==> src/rtl/ifu_fetch.sv <==
// ifu_fetch: instruction fetch unit feeding decode.
//
// Generates the program counter and issues one 32-bit instruction fetch at a
// time over a doubleword-indexed memory channel. Returned instructions are
// queued with their PCs in a small FIFO for decode. A backend redirect
// flushes the queue, discards any in-flight response and restarts fetching at
// the redirect target.
//
// Ports:
//   clock, reset_n         clock and asynchronous active-low reset
//   redirect_valid/_target backend redirect pulse and new PC (bits [1:0] ignored)
//   fetch_index_valid/     fetch request (doubleword index = pc[21:3]) and the
//   fetch_index/_ready     memory's acceptance
//   fetch_read_data,       returned doubleword and its one-cycle valid pulse
//   fetch_operation_done
//   ibuf_valid/_instr/_pc  head of the instruction queue for decode
//   ibuf_ready             decode consumes the head entry
module ifu_fetch #(
    parameter logic [63:0] RESET_PC = 64'h0000_0000_8000_0000,
    parameter int unsigned QDEPTH   = 4
) (
    input  logic        clock,
    input  logic        reset_n,
    input  logic        redirect_valid,
    input  logic [63:0] redirect_target,
    output logic        fetch_index_valid,
    output logic [18:0] fetch_index,
    input  logic        fetch_index_ready,
    input  logic [63:0] fetch_read_data,
    input  logic        fetch_operation_done,
    output logic        ibuf_valid,
    output logic [31:0] ibuf_instr,
    output logic [63:0] ibuf_pc,
    input  logic        ibuf_ready
);

    localparam int unsigned      PTR_W    = $clog2(QDEPTH);
    localparam int unsigned      CNT_W    = PTR_W + 1;
    localparam logic [CNT_W-1:0] FULL_CNT = CNT_W'(QDEPTH);

    typedef enum logic [1:0] {
        IDLE = 2'd0,
        REQ  = 2'd1,
        WAIT = 2'd2
    } state_t;

    state_t           state, state_next;
    logic [63:0]      fetch_pc, fetch_pc_next;
    logic [18:0]      req_index;
    logic             drop, drop_next;
    logic [CNT_W-1:0] count, count_next;
    logic [PTR_W-1:0] rd_ptr, wr_ptr;

    logic [31:0]      instr_q [QDEPTH];
    logic [63:0]      pc_q    [QDEPTH];

    logic             resp;
    logic             enq;
    logic             deq;
    logic [31:0]      resp_instr;
    logic [63:0]      redirect_pc;
    logic             unused_target_bits;

    assign redirect_pc        = {redirect_target[63:2], 2'b00};
    assign unused_target_bits = ^redirect_target[1:0];

    // A response only counts while waiting for one; a late done after reset
    // lands in IDLE and is ignored.
    assign resp = (state == WAIT) && fetch_operation_done;

    // A response coinciding with a redirect belongs to the old stream.
    assign enq = resp && !drop && !redirect_valid;

    // Masking valid during a redirect keeps decode from consuming an entry
    // that is being flushed in the same cycle.
    assign ibuf_valid = (count != '0) && !redirect_valid;
    assign deq        = ibuf_valid && ibuf_ready;

    assign resp_instr = fetch_pc[2] ? fetch_read_data[63:32] : fetch_read_data[31:0];

    assign fetch_index_valid = (state == REQ);
    // The request index is latched on entry to REQ so a redirect that moves
    // fetch_pc cannot change an address the memory has not yet accepted.
    assign fetch_index       = req_index;

    assign ibuf_instr = instr_q[rd_ptr];
    assign ibuf_pc    = pc_q[rd_ptr];

    always_comb begin
        // NOTE: every signal written here gets a default first, so no path
        // leaves it unassigned and no latch is inferred.
        count_next    = count;
        fetch_pc_next = fetch_pc;
        drop_next     = drop;
        state_next    = state;

        if (redirect_valid) begin
            count_next = '0;
        end else begin
            count_next = count + CNT_W'(enq) - CNT_W'(deq);
        end

        // A dropped response does not advance the PC: fetch_pc already holds
        // the redirect target.
        if (redirect_valid) begin
            fetch_pc_next = redirect_pc;
        end else if (resp && !drop) begin
            fetch_pc_next = fetch_pc + 64'd4;
        end

        // Any request issued or pending when a redirect arrives produces a
        // response that must be discarded; the response itself clears drop.
        if (resp) begin
            drop_next = 1'b0;
        end else if (redirect_valid && (state == REQ || state == WAIT)) begin
            drop_next = 1'b1;
        end

        case (state)
            IDLE: begin
                if (count_next < FULL_CNT) begin
                    state_next = REQ;
                end
            end
            REQ: begin
                if (fetch_index_ready) begin
                    state_next = WAIT;
                end
            end
            WAIT: begin
                if (fetch_operation_done) begin
                    state_next = (count_next < FULL_CNT) ? REQ : IDLE;
                end
            end
            default: state_next = IDLE;
        endcase
    end

    // NOTE: sequential state uses non-blocking assignments so every register
    // samples the pre-edge values regardless of statement order.
    always_ff @(posedge clock or negedge reset_n) begin
        if (!reset_n) begin
            state     <= IDLE;
            fetch_pc  <= RESET_PC;
            req_index <= '0;
            drop      <= 1'b0;
            count     <= '0;
            rd_ptr    <= '0;
            wr_ptr    <= '0;
        end else begin
            state    <= state_next;
            fetch_pc <= fetch_pc_next;
            drop     <= drop_next;
            count    <= count_next;

            if (state_next == REQ && state != REQ) begin
                req_index <= fetch_pc_next[21:3];
            end

            if (redirect_valid) begin
                rd_ptr <= '0;
                wr_ptr <= '0;
            end else begin
                if (enq) begin
                    wr_ptr <= wr_ptr + 1'b1;
                end
                if (deq) begin
                    rd_ptr <= rd_ptr + 1'b1;
                end
            end
        end
    end

    // NOTE: the queue storage is reset because the head entry drives
    // ibuf_instr/ibuf_pc directly and those must read zero out of reset.
    always_ff @(posedge clock or negedge reset_n) begin
        if (!reset_n) begin
            for (int unsigned i = 0; i < QDEPTH; i++) begin
                instr_q[i] <= '0;
                pc_q[i]    <= '0;
            end
        end else if (enq) begin
            instr_q[wr_ptr] <= resp_instr;
            pc_q[wr_ptr]    <= fetch_pc;
        end
    end

endmodule

==> config.mk <==
export PLATFORM = sky130hd
export DESIGN_NAME = ifu_fetch
export DESIGN_NICKNAME = d
export VERILOG_FILES = /design/src/rtl/ifu_fetch.sv
export SDC_FILE = /design/constraint.sdc
export NUM_CORES = 1
export LEC_CHECK = 0
export CAP_MARGIN = 0
export CORE_MARGIN = 5
export CORE_UTILIZATION = 56
export CTS_CLUSTER_DIAMETER = 30
export CTS_CLUSTER_SIZE = 12
export DETAILED_ROUTE_END_ITERATION = 10
export PLACE_DENSITY = 0.8
export SETUP_SLACK_MARGIN = 0.3
export SLEW_MARGIN = 15
export SYNTH_ARGS = -nofsm -noshare
export SYNTH_HDL_FRONTEND = slang
export SYNTH_SLANG_ARGS = --single-unit
==> constraint.sdc <==
create_clock -name clock -period 4.5 [get_ports clock]
set_clock_uncertainty 0.2 [all_clocks]
set_input_delay 0.9 -clock clock [delete_from_list [all_inputs] [get_ports clock]]
set_output_delay 0.9 -clock clock [all_outputs]
set_load 0.01 [all_outputs]
==> results_dict.tcl <==
set metrics [dict create \
    die_w_um 206 \
    fp.dieH_um 206 \
    num_vias 15400 \
    grt_pass1_vias 16800 \
    peakVddDrop_mv 0.451 \
    start_util 0.569 \
    fin_worst_hold_slack_ps 172 \
    synthCells 1721 \
    postCtsSetupRepairBufs 0 \
    grt_usage 0.276 \
    cts_tree "built" \
    ys_warn_count 0 \
    r2r_slack_ps 650 \
    rr_endpoint "fetch_index[17]$_DFFE_PN0P_" \
    wl_per_cell_um 22.4 \
    synth_area_per_cell_sq_um 12.5 \
    synth.distinct_cells 61 \
    cp.required_ps 3400 \
    core_area_sq_um 37800 \
    fin_ws_ps 602 \
    max_freq_mhz 257 \
    final_core_util 0.745 \
    antennaDiodeCount 0 \
    drc_errors 0 \
    tightest_slew_ps 921 \
    clk_latency_ps 620 \
    path_class "register to output port" \
    status "completed" \
    grt_max_degree 117 \
    synth_edf_count 0 \
    cellPowerDensity_nw_per_um2 572 \
    ant_nets 0 \
    worst-path-buf-inv 2 \
    drt_iter0_drc 1097 \
    cts.clk_slew.worst_paths_ps 50 \
    ctsHoldBuffers 0 \
    cp_max_fo 28 \
    cp_top_family "buffers and inverters" \
    reg2reg_depth 14 \
    grt-ovfl-total 0 \
    htreeDepth 3 \
    portBuffers 246 \
    slowest_stage "dfrtp_4" \
    netlist_area_sq_um 21500 \
    drive_gt1_frac 0.284 \
    min_path_type "input pin to asynchronous set/reset pin" \
    vias_per_cell 6.02 \
    period_minus_slack_ps 3900 \
    grt_pass1_wl_um 92200 \
    cts_resized 0 \
    place_ws_ps 136 \
    post-route-period-util 0.866 \
    rsz0062_at_grt "no" \
    worstPathCellList "buf_4, mux4_2, clkdlybuf4s50_1" \
    firstDrtPassIters 5 \
    setup_viol 0 \
    cp-end-kind "output port" \
    dieArea_sq_um 42400 \
    syn_to_final_growth_pct 30.9 \
    hold_viol 0 \
    root_buffer "clkbuf_16" \
    clock_sinks 467 \
    dp_hpwl_um 36100 \
    start_kind "register" \
    slew_viol_final 0 \
    cts_buffers 97 \
    io_pins 251 \
    arrival_ps 2800 \
    final_cell_mix "dfrtp_1 (463), mux2_2 (251), clkdlybuf4s50_1 (244), nand2_1 (215), o21ai_0 (186)" \
    final_common_cell "dfrtp_1" \
    cts_buffer_depth 3 \
    slew_headroom 0.386 \
    power_uw 16100 \
    synthFlopType "dfrtp_1" \
    place_congestion 0.838 \
    r2r_start "count[1]$_DFF_PN0_" \
    routed_wl_um 57300 \
    num_rows 71 \
    cpPeakStageDelay_ps 750 \
    antenna_found_initial 1 \
    synth-seq-area-share 0.544 \
    max_cap_viol_count 0 \
    leakage_uw 0.0126 \
    num-nets-final 2105 \
    async_flop_share 1.00 \
    setup-tns-final_ps 0 \
    synth_seq_cells 467 \
]
## registers in the layout, summed over array words and instances (netlist names)
name,count
instr_q,128
wr_ptr,2
count,3
state,2
fetch_pc,62
fetch_index,19
rd_ptr,2
drop,1
pc_q,248
## per-stage QoR
step           area [sq um]  instances
4_1_cts               28100       2555
5_1_grt               28100       2555
2_1_floorplan         21500       1722
3_3_place_gp          24500       2371
3_5_place_dp          24500       2371
6_report              28100       2555
## cells by family after synthesis
| logic type | after synthesis | synth area share |
|---|---|---|
| other | 1 | 0.000175 |
| XOR/XNOR | 34 | 0.0145 |
| AND/OR/NAND/NOR | 427 | 0.0951 |
| AO/OA/AOI/OAI | 231 | 0.0593 |
| multiplexers | 387 | 0.250 |
| adder cells (fa/ha/maj) | 12 | 0.00734 |
| flip-flops | 467 | 0.544 |
| buffers and inverters | 162 | 0.0299 |
## worst max path at each step
stage                     slack, ps                   from  depth (start not counted)                          end
after global routing            420     state[0]$_DFF_PN0_                         15  fetch_index[18]$_DFFE_PN0P_
after floorplan                 370         redirect_valid                         17  fetch_index[10]$_DFFE_PN0P_
final                           600  rd_ptr[1]$_DFFE_PN0P_                          3                  ibuf_pc[41]
after CTS                       580  rd_ptr[1]$_DFFE_PN0P_                          3                  ibuf_pc[41]
after detailed placement        140   fetch_operation_done                         14  fetch_index[12]$_DFFE_PN0P_
after global placement          180   fetch_operation_done                         14  fetch_index[12]$_DFFE_PN0P_
## power breakdown
| group | internal [uW] | switching (uW) | leakage, uW |
|---|---|---|---|
| Combinational | 1830 | 1360 | 0.00456 |
| Sequential | 4700 | 430 | 0.00630 |
| Clock | 5370 | 2390 | 0.00171 |
## cells in the mapped netlist, drive strengths merged, types with 14 or more instances
cell      n  area share
dfrtp   466        0.54
mux2    252        0.13
nand2   219       0.038
o21ai   187       0.044
clkbuf  113       0.020
mux4     94       0.099
mux2i    41       0.019
nor2     41      0.0072
buf      36      0.0078
nand4    34       0.010
nand3    30      0.0072
nor4     30      0.0087
xnor2    21      0.0086
nor3     14      0.0033
## layout make-up
| cell class | instances | area [sq um] |
|---|---|---|
| inverters | 13 | 48.8 |
| clock inverters | 68 | 992 |
| fillers | 2314 | 9630 |
| clock buffers | 116 | 2610 |
| multi-input cells | 1093 | 9200 |
| repair buffers | 287 | 2940 |
| flip-flops and latches | 467 | 11700 |
| well taps | 511 | 639 |
## layer usage
metal / global-route usage / vias to the layer above / part of all wire / wire [um]
met5: 0 / - / 0.00012 / 7
met4: 0.105 / 2 / 0.031 / 1770
met3: 0.0703 / 126 / 0.080 / 4590
met2: 0.455 / 659 / 0.49 / 28200
met1: 0.356 / 7824 / 0.40 / 22700
li1: - / 6770 / - / -
Note: power is estimated with default switching activity, not from simulation.
